`src/rtl/div_pkg.sv`:
```
// Shared constants and the storage entry layout for the divider result buffer.
package div_pkg;

  localparam int unsigned DIV_M     = 32;
  localparam int unsigned ERR_CNT_W = 8;

  typedef struct packed {
    logic [DIV_M-1:0] quotient;
    logic [DIV_M-1:0] remainder;
    logic             error;
  } div_result_t;

  // Divide-by-zero results carry undefined data; store them as zero.
  function automatic div_result_t make_entry(input logic [DIV_M-1:0] q,
                                             input logic [DIV_M-1:0] r,
                                             input logic             err);
    div_result_t e;
    e.quotient  = err ? '0 : q;
    e.remainder = err ? '0 : r;
    e.error     = err;
    return e;
  endfunction

endpackage

```
`src/rtl/div_result_mem.sv`:
```
// Entry storage for div_result_buffer: one synchronous write port, one asynchronous read port.
module div_result_mem
  import div_pkg::*;
#(
  parameter int unsigned DEPTH = 4,
  parameter int unsigned AW    = 2
) (
  input  logic          clk,
  input  logic          wr_en,
  input  logic [AW-1:0] wr_addr,
  input  div_result_t   wr_data,
  input  logic [AW-1:0] rd_addr,
  output div_result_t   rd_data
);

  div_result_t mem [DEPTH];

  // Contents are never reset; validity is tracked by the owner's count.
  always_ff @(posedge clk) begin
    if (wr_en) mem[wr_addr] <= wr_data;
  end

  assign rd_data = mem[rd_addr];

endmodule

```
`src/rtl/div_result_buffer.sv`:
```
// Ready/valid FIFO holding divider results between the divider and its consumer.
// Define DIV_ERR_COUNT_EN to add the saturating err_count port. M must equal div_pkg::DIV_M.
module div_result_buffer
  import div_pkg::*;
#(
  parameter int unsigned M     = DIV_M,
  parameter int unsigned DEPTH = 4
) (
  input  logic                       clk,
  input  logic                       rst_n,
  input  logic                       flush,
  input  logic                       in_valid,
  output logic                       in_ready,
  input  logic [M-1:0]               in_quotient,
  input  logic [M-1:0]               in_remainder,
  input  logic                       in_error,
  output logic                       out_valid,
  input  logic                       out_ready,
  output logic [M-1:0]               out_quotient,
  output logic [M-1:0]               out_remainder,
  output logic                       out_error,
  output logic [$clog2(DEPTH):0]     count
`ifdef DIV_ERR_COUNT_EN
  ,
  output logic [ERR_CNT_W-1:0]       err_count
`endif
);

  localparam int unsigned AW = $clog2(DEPTH);
  localparam int unsigned CW = AW + 1;

  logic [AW-1:0] wr_ptr;
  logic [AW-1:0] rd_ptr;
  logic          push;
  logic          pop;
  div_result_t   wr_data;
  div_result_t   rd_data;

  // Handshake flags come from registered count only; no out_ready -> in_ready path.
  assign in_ready  = (count != CW'(DEPTH));
  assign out_valid = (count != '0);
  assign push      = in_valid && in_ready;
  assign pop       = out_valid && out_ready;

  assign wr_data = make_entry(DIV_M'(in_quotient), DIV_M'(in_remainder), in_error);

  div_result_mem #(
    .DEPTH (DEPTH),
    .AW    (AW)
  ) u_mem (
    .clk     (clk),
    .wr_en   (push && !flush),
    .wr_addr (wr_ptr),
    .wr_data (wr_data),
    .rd_addr (rd_ptr),
    .rd_data (rd_data)
  );

  // Head data is forced to zero whenever the buffer is empty.
  assign out_quotient  = out_valid ? M'(rd_data.quotient)  : '0;
  assign out_remainder = out_valid ? M'(rd_data.remainder) : '0;
  assign out_error     = out_valid ? rd_data.error         : 1'b0;

  // Pointer and occupancy control; flush overrides push and pop.
  always_ff @(posedge clk or negedge rst_n) begin
    if (!rst_n) begin
      wr_ptr <= '0;
      rd_ptr <= '0;
      count  <= '0;
    end else if (flush) begin
      wr_ptr <= '0;
      rd_ptr <= '0;
      count  <= '0;
    end else begin
      if (push) wr_ptr <= wr_ptr + AW'(1);
      if (pop)  rd_ptr <= rd_ptr + AW'(1);
      if (push && !pop)      count <= count + CW'(1);
      else if (pop && !push) count <= count - CW'(1);
    end
  end

`ifdef DIV_ERR_COUNT_EN
  // Saturating tally of accepted error results.
  always_ff @(posedge clk or negedge rst_n) begin
    if (!rst_n) begin
      err_count <= '0;
    end else if (flush) begin
      err_count <= '0;
    end else if (push && in_error && (err_count != '1)) begin
      err_count <= err_count + ERR_CNT_W'(1);
    end
  end
`endif

endmodule

```
`config.mk`:
```
export PLATFORM = sky130hd
export DESIGN_NAME = div_result_buffer
export DESIGN_NICKNAME = d
export VERILOG_FILES = /design/src/rtl/div_pkg.sv /design/src/rtl/div_result_mem.sv /design/src/rtl/div_result_buffer.sv
export SDC_FILE = /design/constraint.sdc
export NUM_CORES = 1
export LEC_CHECK = 0
export CORE_UTILIZATION = 30
export DETAILED_ROUTE_END_ITERATION = 8
export PLACE_DENSITY = 0.54
export SKIP_LAST_GASP = 1
export SLEW_MARGIN = 20
export SYNTH_ARGS = -nofsm -noshare
export SYNTH_HDL_FRONTEND = slang
export SYNTH_SLANG_ARGS = --single-unit
export TNS_END_PERCENT = 20
```
`constraint.sdc`:
```
create_clock -name clk -period 6 [get_ports clk]
set_input_delay 1.2 -clock clk [delete_from_list [all_inputs] [get_ports clk]]
set_output_delay 1.2 -clock clk [all_outputs]
set_load 0.1 [all_outputs]
```
# [Word level (Yosys, flattened, before mapping)]
# Memories as Yosys holds them, arrays and structs flattened.
# Cells that the tools add are included.
[word_totals] latchBits=0 mem_bits_rw=260 ff_bits=7 n_memories=1 input_bits=70 mem_bits_ro=0
[classes] muxes=14 reduce_logical=12 n_lt_le_gt_ge=0 eq_ne=1 mul=0 n_bitwise=0 n_shift=0 n_div=0 addsub=4
[mem_list] memory="u_mem.mem" depth=4 word_bits=65 read_ports=1 rd_clocked_by_memory_dff=0 wr=1 line="div_result_mem.sv:16" source="div_result_t mem [DEPTH];"
[ops] operator="32-bit 2-to-1 mux" n=4
[ops] operator="3-bit 2-to-1 mux" n=3
[ops] operator="2-bit 2-to-1 mux" n=4
[ops] operator="3-bit nonzero test" n=2
[ops] operator="1-bit logical AND" n=5
[ops] operator="2-bit by 1-bit adder with 2-bit output, second input constant" n=2
[ops] operator="2-bit nonzero test" n=2
[ops] operator="3-bit by 1-bit adder with 3-bit output, second input constant" n=1
[ops] operator="1-bit zero test" n=3
[ops] operator="1-bit 2-to-1 mux" n=3
[ops] operator="3-bit inequality test, second input constant" n=1
[ops] operator="3-bit by 1-bit subtractor with 3-bit output, second input constant" n=1

# [Longest topological paths before layout]
[logic_depth] ltp_word=7 mapped_depth=10

# [Hierarchy]
# Synthesis repeated with hierarchy kept, for this count alone.
[hier_totals] cells_unflattened=546 area_unflattened_um2=10881.7
[modules_own_cells] mod="div_result_mem" cells_each=343 area_each_um2=9455.3 n_inst=1 seq_area_each_um2=7807.5
[modules_own_cells] mod="div_result_buffer" cells_each=203 area_each_um2=1426.4 n_inst=1 seq_area_each_um2=175.2

# [Worst setup path after synthesis]
# Ideal clock, no wire load.
[synth_path] path_type="reg-to-output" startpoint="register count[2]" endpoint="output port out_remainder[23]" required_ns=4.800 n_path_buf=3 setup_slack_ns=1.583 path_stages_with_launch=6 arrival_time_ns=3.217 path_cell_list="dfrtp_1 buf_6 or3_1 buf_2 clkbuf_1 and2_1"
[synth_via] elab_chain_len=2
[synth_rtl] item="start, declared" line="div_result_buffer.sv:22" source="output logic [$clog2(DEPTH):0] count"
[synth_rtl] item="start signal, assigned" line="div_result_buffer.sv:77" source="if (push && !pop) count <= count + CW'(1);"
[synth_rtl] item="start signal, assigned" line="div_result_buffer.sv:78" source="else if (pop && !push) count <= count - CW'(1);"
[synth_rtl] item="3-bit nonzero test" line="div_result_buffer.sv:41" source="assign out_valid = (count != '0);"
[synth_rtl] item="net out_valid" line="div_result_buffer.sv:17" source="output logic out_valid,"
[synth_rtl] item="32-bit 2-to-1 mux" line="div_result_buffer.sv:61" source="assign out_remainder = out_valid ? M'(rd_data.remainder) : '0;"
[synth_rtl] item="end, declared" line="div_result_buffer.sv:20" source="output logic [M-1:0] out_remainder,"
# The timed path passes the listed nets, and every way through them passes these cells.

# [Worst setup path in the final report]
[layout_path] startpoint="register rd_ptr[0]" endpoint="output port out_quotient[25]"
[layout_via] elab_chain_len=2
[layout_rtl] item="start, declared" line="div_result_buffer.sv:33" source="logic [AW-1:0] rd_ptr;"
[layout_rtl] item="start signal, assigned" line="div_result_buffer.sv:76" source="if (pop) rd_ptr <= rd_ptr + AW'(1);"
[layout_rtl] item="memory read 4 x 65 bit"
[layout_rtl] item="32-bit 2-to-1 mux" line="div_result_buffer.sv:60" source="assign out_quotient = out_valid ? M'(rd_data.quotient) : '0;"
[layout_rtl] item="end, declared" line="div_result_buffer.sv:19" source="output logic [M-1:0] out_quotient,"
# No other way between the ends.

==> results.cfg <==
[status]
status = finished clean

[global_routing]
met1_usage = 0.150
grt_use_met3 = 0.0228
grt_pass1_vias = 5978
antenna_found_initial = 0
grt_max_degree = 69
top_usage_layer = met2
grt_first_pass_wirelength_um = 34500
grtUsageTotal = 0.124
globalRouteMet2Util = 0.226
gr-total-overflow = 0

[detailed_routing]
drc = 0
antenna_left = 0
wl_um = 22400
via_per_inst = 4.61
drtIter0Drc = 266
wl_per_cell_um = 19.1
drt-pass1-iter-count = 4
vias = 5393

[cts]
clk_pin_slew_ps = 60
cts_tree = built
cts.sinks = 267
cts-root-buf = clkbuf_16
post_cts_buffers = 0
insertion_delay_ps = 530
ctsHoldBuffers = 0
cts_made_buffers = 29
cts-resized-gates = 0
htree_levels = 1
cts_max_path_buffers = 3

[timing]
clock.fmax_ghz = 0.206
finalHoldViolations = 0
worstMarginPinSlew_ps = 1080
timing.final.crit_share = 0.809
worst_slack_ps = 1150
drv_slew = 0
setup_tns_ps = 0
timing.final.crit_period_ps = 4850
slew_headroom = 0.278
fin_skew_ps = 10.1
setup_viol = 0
rsz0062_at_grt = no

[worst_setup_path]
critical_path_required_ps = 4800
worst-r2r-setup-slack_ps = 3110
reg2regPathDepth = 6
endpoint_kind = output pin
reg2reg_to = count[1]
path_max_fanout = 37
startpoint_type = flop
crit_start = rd_ptr[0]
crit_type = reg2out
arrival_ps = 3650
r2r_start = count[0]

[yosys]
ys_types = 35
synthesis.area_um2 = 10800
synth_fp_nets = 622
ys_seq_elements = 267
synth_seq_area_share = 0.737
syn_avg_cell_area_um2 = 19.8
syn_inst = 547
synth_warnings = 0

[power]
power.share.clock = 0.268
p_int_mw = 3.97
p_switching_mw = 2.66
pwr-share-comb = 0.392
switching_share = 0.402
cellPowerDensity_nw_per_um2 = 486
peakVddDrop_uv = 293
leakagePower_nw = 4.33
seqPwrFrac = 0.340

[min_path]
whs_path_depth = 2
hp-class = reg2reg
min_from = wr_ptr[1]
holdPathEnd = wr_ptr[1]

[placed_design]
post-dp-hpwl_um = 12200
dp_worst_setup_slack_ps = 1590
dpl-instance-area_um2 = 12600
gp_congestion = 0.695
portBuffers = 139
dp.cells = 1116

[floorplan]
rows = 69
num_io_pins = 140
start_util = 0.304
core_area_um2 = 35600
die_w_um = 192
die_y_um = 192
dieArea_um2 = 36900

[final_layout]
layout_commonest_cell = edfxtp_1
synthToLayoutAreaGrowth_pct = 26.0
num_antenna_cells = 0
final_cell_area_um2 = 13600
layout_common_cells = 260 x edfxtp_1, 138 x clkdlybuf4s50_1, 65 x mux4_2, 65 x and2_1, 65 x nor2b_1
fin_cells = 1170
drive_gt1_frac = 0.172
layout.nets = 765

[flow_run]
cap_violations = 0
-- cell families after synthesis --
kind of cell | Yosys count | share of synthesized area
compound gates | 13 | 0.00809
xor+xnor | 4 | 0.00324
fa+ha+maj | 5 | 0.00647
buf+inv | 39 | 0.0228
flops | 267 | 0.737
mux | 66 | 0.136
simple gates | 153 | 0.0860
-- critical path: stages (launching register included) --
cell,delay [ps]
dfrtp_4,940
buf_4,450
mux4_2,560
and2_1,170
clkdlybuf4s50_1,970
-- per-layer routing --
layer,up-vias,share of wire,wire length (um)
met3,30,0.044,979
li1,2409,-,-
met5,-,0,0
met2,132,0.52,11700
met4,0,0.017,389
met1,2822,0.42,9350
-- worst max-delay path by stage --
stage	end	slack, ps	depth (start not counted)
final	out_quotient[25]	1150	4
after global routing	out_quotient[22]	910	4
after CTS	out_quotient[25]	1000	4
after detailed placement	out_quotient[25]	1590	4
after global placement	out_quotient[25]	1600	4
after floorplan	out_remainder[23]	1580	5
-- sequential cells by signal, summed over array words and instances (netlist names) --
signal,count
count,3
rd_ptr,2
u_mem.mem,260
wr_ptr,2
-- synth_stat cells (all sizes together) --
master / n / area, um2
a32oi: 1 / 8.76
and2: 69 / 432
a21oi: 4 / 20.0
mux2i: 1 / 10.0
dfrtp: 7 / 175
o21ai: 1 / 5.00
fa: 1 / 20.0
ha: 4 / 50.1
o2111ai: 1 / 8.76
a211oi: 1 / 7.51
o22ai: 2 / 12.5
nor2: 5 / 18.8
a311oi: 1 / 8.76
a21boi: 1 / 7.51
edfxtp: 260 / 7810
nor3: 1 / 5.00
nand3b: 1 / 7.51
o2bb2ai: 1 / 8.76
xnor2: 2 / 17.5
nand2b: 1 / 6.26
buf: 17 / 164
or3b: 1 / 8.76
nand3: 3 / 15.0
or3: 1 / 6.26
nand2: 6 / 25.0
mux4: 65 / 1460
nor2b: 65 / 407
xor2: 2 / 17.5
clkbuf: 17 / 63.8
inv: 5 / 18.8
-- power by group through the flow --
stage,combinational [mW],sequential (mW),clock [mW]
finish,2.60,2.26,1.78
detailed placement,2.62,2.31,0
global route,2.71,2.28,1.90
global placement,2.61,2.30,0
CTS,2.63,2.27,1.83
floorplan,2.09,2.26,0
-- final cells by class --
type                       instances  area, um2
timing repair buffer             146       1500
inverter                           5       18.8
multi-input combinational        241       2610
sequential                       267       7990
tap                              461        577
clock inverter                    15        201
clock buffer                      35        748
fill                            3293      21900
-- metrics by stage --
step	hold WS, ps	power [mW]	util
after global placement	559	4.91	0.354
after global routing	641	6.88	0.384
after CTS	601	6.73	0.381
after detailed placement	593	4.93	0.354
after floorplan	543	4.35	-
final	607	6.63	0.384
(Power assumes the default switching activity.)
